## config.mk

```make
export PLATFORM = sky130hd
export DESIGN_NAME = tsu_axis_ptp_ts
export DESIGN_NICKNAME = d
export VERILOG_FILES = /design/src/rtl/tsu_pkg.sv /design/src/rtl/tsu_ts_fifo.sv /design/src/rtl/tsu_axis_ptp_ts.sv
export SDC_FILE = /design/constraint.sdc
export NUM_CORES = 2
export LEC_CHECK = 0
export CAP_MARGIN = 5
export CORE_ASPECT_RATIO = 1.2
export CORE_MARGIN = 4
export CORE_UTILIZATION = 35
export CTS_BUF_LIST = sky130_fd_sc_hd__clkbuf_4
export DETAILED_ROUTE_END_ITERATION = 16
export SYNTH_ARGS = -nofsm -noshare
export SYNTH_HDL_FRONTEND = slang
export SYNTH_HIERARCHICAL = 1
export SYNTH_SLANG_ARGS = --single-unit
```

## constraint.sdc

```tcl
create_clock -name mac_axis_aclk -period 13.1 [get_ports mac_axis_aclk]
set_input_delay 1.965 -clock mac_axis_aclk [delete_from_list [all_inputs] [get_ports mac_axis_aclk]]
set_output_delay 1.965 -clock mac_axis_aclk [all_outputs]
set_load 0.02 [all_outputs]
```

## src/rtl/tsu_pkg.sv

```systemverilog
// Shared constants, parser state encoding and record layout for the PTP timestamp unit.
package tsu_pkg;
   localparam logic [15:0] ETH_TYPE_PTP  = 16'h88F7;
   localparam logic [15:0] ETH_TPID_VLAN = 16'h8100;
   localparam int unsigned OFF_ETYPE     = 12;
   localparam int unsigned OFF_PTP       = 14;
   localparam int unsigned OFF_SEQ       = 30;
   localparam int unsigned VLAN_SHIFT    = 4;
   localparam int unsigned MSG_W         = 4;
   localparam int unsigned SEQ_W         = 16;
   localparam int unsigned HDR_W         = MSG_W + SEQ_W;
   localparam logic [MSG_W-1:0] MSG_EVENT_MAX = 4'h3;

   typedef enum logic [1:0] {
      IDLE     = 2'd0,
      IN_FRAME = 2'd1,
      DROP     = 2'd2
   } parse_state_t;

   // Upper part of a timestamp record; the SOF timestamp sits below it.
   typedef struct packed {
      logic [MSG_W-1:0] msg_type;
      logic [SEQ_W-1:0] seq_id;
   } ts_hdr_t;

   // Header bytes captured at both the untagged and the VLAN-shifted offsets.
   typedef struct packed {
      logic [15:0]      etype;
      logic [15:0]      etype_vlan;
      logic [MSG_W-1:0] msg;
      logic [MSG_W-1:0] msg_vlan;
      logic [SEQ_W-1:0] seq;
      logic [SEQ_W-1:0] seq_vlan;
   } hdr_cap_t;
endpackage

```

## src/rtl/tsu_ts_fifo.sv

```systemverilog
// First-word-fall-through record FIFO with level and full/empty flags.
module tsu_ts_fifo #(
   parameter int unsigned WIDTH = 84,
   parameter int unsigned DEPTH = 16
) (
   input  logic                     clk,
   input  logic                     rst_n,
   input  logic                     push,
   input  logic [WIDTH-1:0]         din,
   input  logic                     pop,
   output logic [WIDTH-1:0]         dout,
   output logic                     full,
   output logic                     empty,
   output logic [$clog2(DEPTH):0]   level
);
   localparam int unsigned PTR_W = $clog2(DEPTH);
   localparam int unsigned LVL_W = PTR_W + 1;

   logic [WIDTH-1:0] mem [DEPTH];
   logic [PTR_W-1:0] wr_ptr;
   logic [PTR_W-1:0] rd_ptr;
   logic             pop_fire_c;
   logic             wr_en_c;
   logic [LVL_W-1:0] level_n;

   // A full FIFO still accepts a push when the head leaves in the same cycle.
   assign pop_fire_c = pop && !empty;
   assign wr_en_c    = push && (!full || pop_fire_c);
   assign dout       = mem[rd_ptr];

   always_comb begin
      level_n = level;
      if (wr_en_c && !pop_fire_c)
         level_n = level + LVL_W'(1);
      else if (!wr_en_c && pop_fire_c)
         level_n = level - LVL_W'(1);
   end

   always_ff @(posedge clk or negedge rst_n) begin
      if (!rst_n) begin
         wr_ptr <= '0;
         rd_ptr <= '0;
         level  <= '0;
         full   <= 1'b0;
         empty  <= 1'b1;
      end else begin
         if (wr_en_c)
            wr_ptr <= wr_ptr + PTR_W'(1);
         if (pop_fire_c)
            rd_ptr <= rd_ptr + PTR_W'(1);
         level <= level_n;
         full  <= (level_n == LVL_W'(DEPTH));
         empty <= (level_n == '0);
      end
   end

   always_ff @(posedge clk) begin
      if (wr_en_c)
         mem[wr_ptr] <= din;
   end
endmodule

```

## src/rtl/tsu_axis_ptp_ts.sv

```systemverilog
// Transparent AXIS tap that timestamps PTP event frames at SOF and queues
// {msg_type, seq_id, timestamp} records.
module tsu_axis_ptp_ts
   import tsu_pkg::*;
#(
   parameter int unsigned DATA_W     = 8,
   parameter int unsigned TS_W       = 64,
   parameter int unsigned FIFO_DEPTH = 16
) (
   input  logic                          mac_axis_aclk,
   input  logic                          mac_axis_resetn,
   input  logic [DATA_W-1:0]             s_axis_tdata,
   input  logic                          s_axis_tvalid,
   output logic                          s_axis_tready,
   input  logic                          s_axis_tlast,
   output logic [DATA_W-1:0]             m_axis_tdata,
   output logic                          m_axis_tvalid,
   input  logic                          m_axis_tready,
   output logic                          m_axis_tlast,
   input  logic [TS_W-1:0]               rtc_timer_in,
   output logic [TS_W+HDR_W-1:0]         ts_tdata,
   output logic                          ts_tvalid,
   input  logic                          ts_tready,
   output logic [$clog2(FIFO_DEPTH):0]   ts_fifo_level,
   output logic [15:0]                   ts_overflow_cnt,
   output logic [31:0]                   frame_cnt
);
   localparam int unsigned NB    = DATA_W / 8;
   localparam int unsigned OFF_W = 12;

   parse_state_t     state_q, state_n;
   logic [7:0]       beat_q, beat_n;
   hdr_cap_t         cap_q, cap_n;
   logic [TS_W-1:0]  sof_ts_q;
   logic [OFF_W-1:0] base_c, rcvd_c;
   logic             hs_c, push_c, drop_c;
   logic             vlan_c, etype_known_c, seq_done_c, ptp_event_c;
   logic [15:0]      etype_c;
   logic [MSG_W-1:0] msg_c;
   logic [SEQ_W-1:0] seq_c;
   ts_hdr_t          hdr_c;
   logic             fifo_full, fifo_empty;

   assign m_axis_tdata  = s_axis_tdata;
   assign m_axis_tvalid = s_axis_tvalid;
   assign m_axis_tlast  = s_axis_tlast;
   assign s_axis_tready = m_axis_tready;
   assign hs_c          = s_axis_tvalid && m_axis_tready;

   // Capture header bytes at every offset of interest; the VLAN decision is made later.
   always_comb begin
      cap_n  = (state_q == IDLE) ? '0 : cap_q;
      base_c = (state_q == IDLE) ? '0 : OFF_W'(beat_q) * OFF_W'(NB);
      if (hs_c && state_q != DROP) begin
         for (int l = 0; l < int'(NB); l++) begin
            case (base_c + OFF_W'(l))
               OFF_W'(OFF_ETYPE):                          cap_n.etype[15:8]      = s_axis_tdata[8*l +: 8];
               OFF_W'(OFF_ETYPE + 1):                      cap_n.etype[7:0]       = s_axis_tdata[8*l +: 8];
               OFF_W'(OFF_ETYPE + VLAN_SHIFT):             cap_n.etype_vlan[15:8] = s_axis_tdata[8*l +: 8];
               OFF_W'(OFF_ETYPE + VLAN_SHIFT + 1):         cap_n.etype_vlan[7:0]  = s_axis_tdata[8*l +: 8];
               OFF_W'(OFF_PTP):                            cap_n.msg              = s_axis_tdata[8*l +: MSG_W];
               OFF_W'(OFF_PTP + VLAN_SHIFT):               cap_n.msg_vlan         = s_axis_tdata[8*l +: MSG_W];
               OFF_W'(OFF_PTP + OFF_SEQ):                  cap_n.seq[15:8]        = s_axis_tdata[8*l +: 8];
               OFF_W'(OFF_PTP + OFF_SEQ + 1):              cap_n.seq[7:0]         = s_axis_tdata[8*l +: 8];
               OFF_W'(OFF_PTP + OFF_SEQ + VLAN_SHIFT):     cap_n.seq_vlan[15:8]   = s_axis_tdata[8*l +: 8];
               OFF_W'(OFF_PTP + OFF_SEQ + VLAN_SHIFT + 1): cap_n.seq_vlan[7:0]    = s_axis_tdata[8*l +: 8];
               default: ;
            endcase
         end
      end
   end

   // Classification includes the bytes of the current beat.
   assign rcvd_c        = base_c + OFF_W'(NB);
   assign vlan_c        = (cap_n.etype == ETH_TPID_VLAN);
   assign etype_known_c = (rcvd_c >= OFF_W'(OFF_ETYPE + 2)) &&
                          (!vlan_c || rcvd_c >= OFF_W'(OFF_ETYPE + 2 + VLAN_SHIFT));
   assign etype_c       = vlan_c ? cap_n.etype_vlan : cap_n.etype;
   assign msg_c         = vlan_c ? cap_n.msg_vlan : cap_n.msg;
   assign seq_c         = vlan_c ? cap_n.seq_vlan : cap_n.seq;
   assign seq_done_c    = rcvd_c >= (vlan_c ? OFF_W'(OFF_PTP + OFF_SEQ + 2 + VLAN_SHIFT)
                                            : OFF_W'(OFF_PTP + OFF_SEQ + 2));
   assign ptp_event_c   = etype_known_c && (etype_c == ETH_TYPE_PTP) && (msg_c <= MSG_EVENT_MAX);

   always_comb begin
      state_n = state_q;
      beat_n  = beat_q;
      push_c  = 1'b0;
      case (state_q)
         IDLE: begin
            if (hs_c) begin
               beat_n  = 8'd1;
               state_n = s_axis_tlast ? IDLE : IN_FRAME;
            end
         end
         IN_FRAME: begin
            if (hs_c) begin
               if (beat_q != 8'hFF)
                  beat_n = beat_q + 8'd1;
               if (s_axis_tlast) begin
                  state_n = IDLE;
                  push_c  = ptp_event_c && seq_done_c;
               end else if (etype_known_c && etype_c != ETH_TYPE_PTP) begin
                  state_n = DROP;
               end
            end
         end
         DROP: begin
            if (hs_c && s_axis_tlast)
               state_n = IDLE;
         end
         default: state_n = IDLE;
      endcase
   end

   always_ff @(posedge mac_axis_aclk or negedge mac_axis_resetn) begin
      if (!mac_axis_resetn) begin
         state_q         <= IDLE;
         beat_q          <= '0;
         cap_q           <= '0;
         sof_ts_q        <= '0;
         frame_cnt       <= '0;
         ts_overflow_cnt <= '0;
      end else begin
         state_q <= state_n;
         beat_q  <= beat_n;
         cap_q   <= cap_n;
         if (state_q == IDLE && hs_c)
            sof_ts_q <= rtc_timer_in;
         if (hs_c && s_axis_tlast)
            frame_cnt <= frame_cnt + 32'd1;
         if (drop_c && ts_overflow_cnt != 16'hFFFF)
            ts_overflow_cnt <= ts_overflow_cnt + 16'd1;
      end
   end

   assign hdr_c.msg_type = msg_c;
   assign hdr_c.seq_id   = seq_c;
   assign ts_tvalid      = !fifo_empty;
   assign drop_c         = push_c && fifo_full && !(ts_tvalid && ts_tready);

   tsu_ts_fifo #(
      .WIDTH (TS_W + HDR_W),
      .DEPTH (FIFO_DEPTH)
   ) u_fifo (
      .clk   (mac_axis_aclk),
      .rst_n (mac_axis_resetn),
      .push  (push_c),
      .din   ({hdr_c, sof_ts_q}),
      .pop   (ts_tready),
      .dout  (ts_tdata),
      .full  (fifo_full),
      .empty (fifo_empty),
      .level (ts_fifo_level)
   );
endmodule

```

==> impl_results.md <==
- Global routing's busiest layer: met2
- Kind of critical path: flop to output pin
- Sw Ratio: 31.7%
- CP max stage delay: 0.83 ns
- Slowest CP cell: dfrtp_4
- Total gr overflow: 0
- Top cell by count, worst path: buf_4
- R2r worst-path depth: 16
- Die Ht: 461 um
- Max FO, Critical Path: 43
- Pre-antenna DRT Iters: 5
- R2r setup slk: 6.02 ns
- # Post-CTS Setup Buffers: 0
- Chip width: 385 um
- First-pass GRT wire length: 211000 um
- Met2 Use GR: 25.7%
- #FFs+latches synth: 1553
- Sw Pwr: 0.00455 W
- Crit path capture type: output pin
- Sequential-to-total area share from yosys stat: 76.2%
- Clock Pin Slew Worst Setup and Hold Paths: 0.06 ns
- Tmin final: 7.85 ns
- Share of total power in sequential cells: 45.2%
- Clk sinks: 1553
- Ports: 227
- Max Slew Vio Count: 0
- Nets: 3587
- Slew HR: 22.2%
- RSZ-0062 raised after global routing: false
- Worst Hold End: frame_cnt[31]
- PostCTS Resize Cnt: 0
- Layout area overhead: 16.6%
- Starting Density: 35.3%
- Clk_lat worst skew: 1.29 ns
- CP Launch Type: flop
- Layout cells sized above 1: 30.9%
- Met3 usage: 4.37%
- Combinational Power Share: 26.4%
- FF-to-FF End: u_fifo/mem[7][16]
- Port Buf Inserts: 226
- Clock Skew: 0.111 ns
- Detailed placement HPWL: 80300 um
- Initial DRC count: 2197
- CTS tree: built
- Hold Crit Depth: 1
- PwrDens: 206 nW/um^2
- Final setup viols: 0
- GP Congestion: 0.778
- CP arrival: 5.89 ns
- TritonCTS buffer count: 412
- Root Buffer: clkbuf_4
- Post-route setup TNS: 0 ns
- Cell Chain, Critical Path: buf_4 -> buf_4 -> buf_4 -> mux4_2 -> a22oi_1 -> nand2_1 -> clkdlybuf4s50_1
- Reg2reg start: state_q[0]
- Ys async rst share: 13.5%
- Core ar.: 169000 um^2
- Fillcell total: 15200
- Post-route DRC: 0
- Post-DRT Antenna Nets: 0
- Largest net degree at the start of global routing: 132
- Placed Cells: 5336
- FF+latch area: 45600 um^2
- Unique masters post-synth: 60
- Syn Std Cell Area: 59800 um^2
- Synthesized netlist cell count: 2970
- LEAKAGE: 23.3 nW
- Via-to-Cell Ratio: 5.09
- Syn Nets: 3061
- Ys Warns: 6
- Routed vias: 30800
- Post-Route WL: 141000 um
- Tcrit/Tclk final: 60.0%
- Routed WL per cell: 23.3 um
- Avg Inst Size Synth: 20.1 um^2
- GR Layer Usage met1: 21.5%
- Clock power share: 28.5%
- Required @ worst endpoint: 11.14 ns
- Worst vdd ir: 0.191 mV
- Multi-input gate area: 13400 um^2
- Worst slew pin tran: 1.17 ns
- Min-delay src: frame_cnt[31]
- Status: finished, final reports clean
- Max Root-Sink Buffers: 4
- Worst hold path type: flop to flop
- Vias in the first global route: 33000
- Row count: 165
- Post-synth EDFFs: 1344
- GRT Total Usage: 15.9%
- Ys flop type: edfxtp_1
- CTS Hold Bufs: 0
- Full die area: 178000 um^2
- Max_cap viols: 0
- Internal power: 0.00980 W
- H-tree levels: 5
- Final Non-Filler Cells: 6049
- Antenna violations before repair: 8
- Final Hold Fails: 0
- Peak Freq: 0.127 GHz
-- worst max-delay path by stage --
stage | from | endpoint
after floorplan | s_axis_tvalid | u_fifo/mem[3][0]
after global placement | s_axis_tvalid | u_fifo/mem[7][25]
after detailed placement | m_axis_tready | u_fifo/mem[7][24]
after CTS | u_fifo/rd_ptr[0] | ts_tdata[52]
after global routing | u_fifo/rd_ptr[0] | ts_tdata[54]
final | u_fifo/rd_ptr[0] | ts_tdata[54]
-- cell type report --
type / count / area share (%)
repair buffers: 285 / 3.90
well taps: 2254 / 4.04
flip-flops and latches: 1553 / 65.4
inverters: 17 / 0.0915
clock buffers: 626 / 6.74
clock inverters: 75 / 0.542
diodes: 12 / 0.0431
multi-input cells: 1227 / 19.2
-- synth_stat cells (16+ instances only) --
master,count,area [um^2]
mux2_2,86,968
mux4_2,336,7570
xnor2_1,44,385
a22oi_1,168,1260
clkbuf_1,79,297
buf_4,30,225
inv_1,16,60.1
and3_1,17,106
o21ai_0,78,390
xor2_1,19,166
dfrtp_1,208,5200
buf_2,20,100
nand4_1,20,125
nand3_1,30,150
nand2_1,259,972
buf_1,29,109
nor2_1,41,154
edfxtp_1,1344,40400
-- routing by layer --
layer | vias to the layer above | wire length [um]
met3 | 198 | 9520
met1 | 16200 | 60300
met2 | 1062 | 68800
met5 | - | 27
met4 | 4 | 2180
li1 | 13400 | -
-- power groups by stage --
stage / sequential [W] / clock [W] / combinational [W]
after floorplan: 0.00626 / 0 / 0.00247
after global placement: 0.00658 / 0 / 0.00388
after detailed placement: 0.00660 / 0 / 0.00387
after CTS: 0.00650 / 0.00425 / 0.00389
final: 0.00648 / 0.00409 / 0.00378
after global routing: 0.00655 / 0.00456 / 0.00404
-- cells by family (layout without fill, tap and decap cells) --
kind of cell / Yosys count / count (layout) / share of synthesized area, %
flip-flops: 1553 / 1553 / 76.2
AND/OR/NAND/NOR: 449 / 449 / 3.49
multiplexers: 430 / 430 / 14.4
AO/OA/AOI/OAI: 272 / 272 / 3.09
buffers and inverters: 190 / 1003 / 1.61
XOR/XNOR: 63 / 63 / 0.922
adder cells (fa/ha/maj): 13 / 13 / 0.272
other: 0 / 12 / 0
-- worst max-delay path: cells and delay by family, from the launching register on --
kind | cells | cell delay (ns)
buffers and inverters | 4 | 2.76
multiplexers | 1 | 0.61
AND/OR/NAND/NOR | 1 | 0.14
AO/OA/AOI/OAI | 1 | 0.20
flip-flops | 1 | 0.83
-- flip-flops by register name (all words and copies together) (netlist names) --
register / flops
u_fifo/empty: 1
u_fifo/rd_ptr: 4
u_fifo/mem: 1344
sof_ts_q: 64
u_fifo/full: 1
u_fifo/wr_ptr: 4
u_fifo/level: 5
state_q: 2
frame_cnt: 32
cap_q: 72
beat_q: 8
ts_overflow_cnt: 16
-- stage by stage --
stage / utilization, % / hold slack [ns] / cell area (um^2) / setup slack (ns) / total power [W]
2_1_floorplan: - / 0.493 / 59800 / 1.73 / 0.00873
3_3_place_gp: 38.2 / 0.464 / 64600 / 4.14 / 0.0105
3_5_place_dp: 38.2 / 0.466 / 64600 / 4.11 / 0.0105
4_1_cts: 41.2 / 0.482 / 69700 / 4.87 / 0.0146
5_1_grt: 41.2 / 0.495 / 69700 / 4.55 / 0.0152
6_report: 41.2 / 0.477 / 69700 / 5.25 / 0.0143
-- cells in the final DEF, fill, tap and decap left out, drive strengths merged, types with 7 or more instances in the layout --
| master | synthesis | final |
|---|---|---|
| nand2b | 9 | 9 |
| nor3 | 12 | 12 |
| ha | 13 | 13 |
| o21ai | 79 | 79 |
| and2 | 7 | 7 |
| clkinv | 0 | 69 |
| and4 | 12 | 12 |
| buf | 94 | 60 |
| diode | 0 | 12 |
| dfrtp | 208 | 208 |
| nor4 | 9 | 9 |
| xnor2 | 44 | 44 |
| and3 | 17 | 17 |
| clkbuf | 79 | 626 |
| mux2i | 8 | 8 |
| nand4 | 20 | 20 |
| mux4 | 336 | 336 |
| or3 | 8 | 8 |
| a21oi | 7 | 7 |
| nand3 | 30 | 30 |
| mux2 | 86 | 86 |
| a22oi | 168 | 168 |
| edfxtp | 1344 | 1344 |
| xor2 | 19 | 19 |
| nor2 | 41 | 41 |
| clkdlybuf4s50 | 0 | 225 |
| nand2 | 260 | 260 |
| inv | 17 | 20 |
| nor2b | 9 | 9 |
No activity file was read; power rests on OpenSTA's default activity.
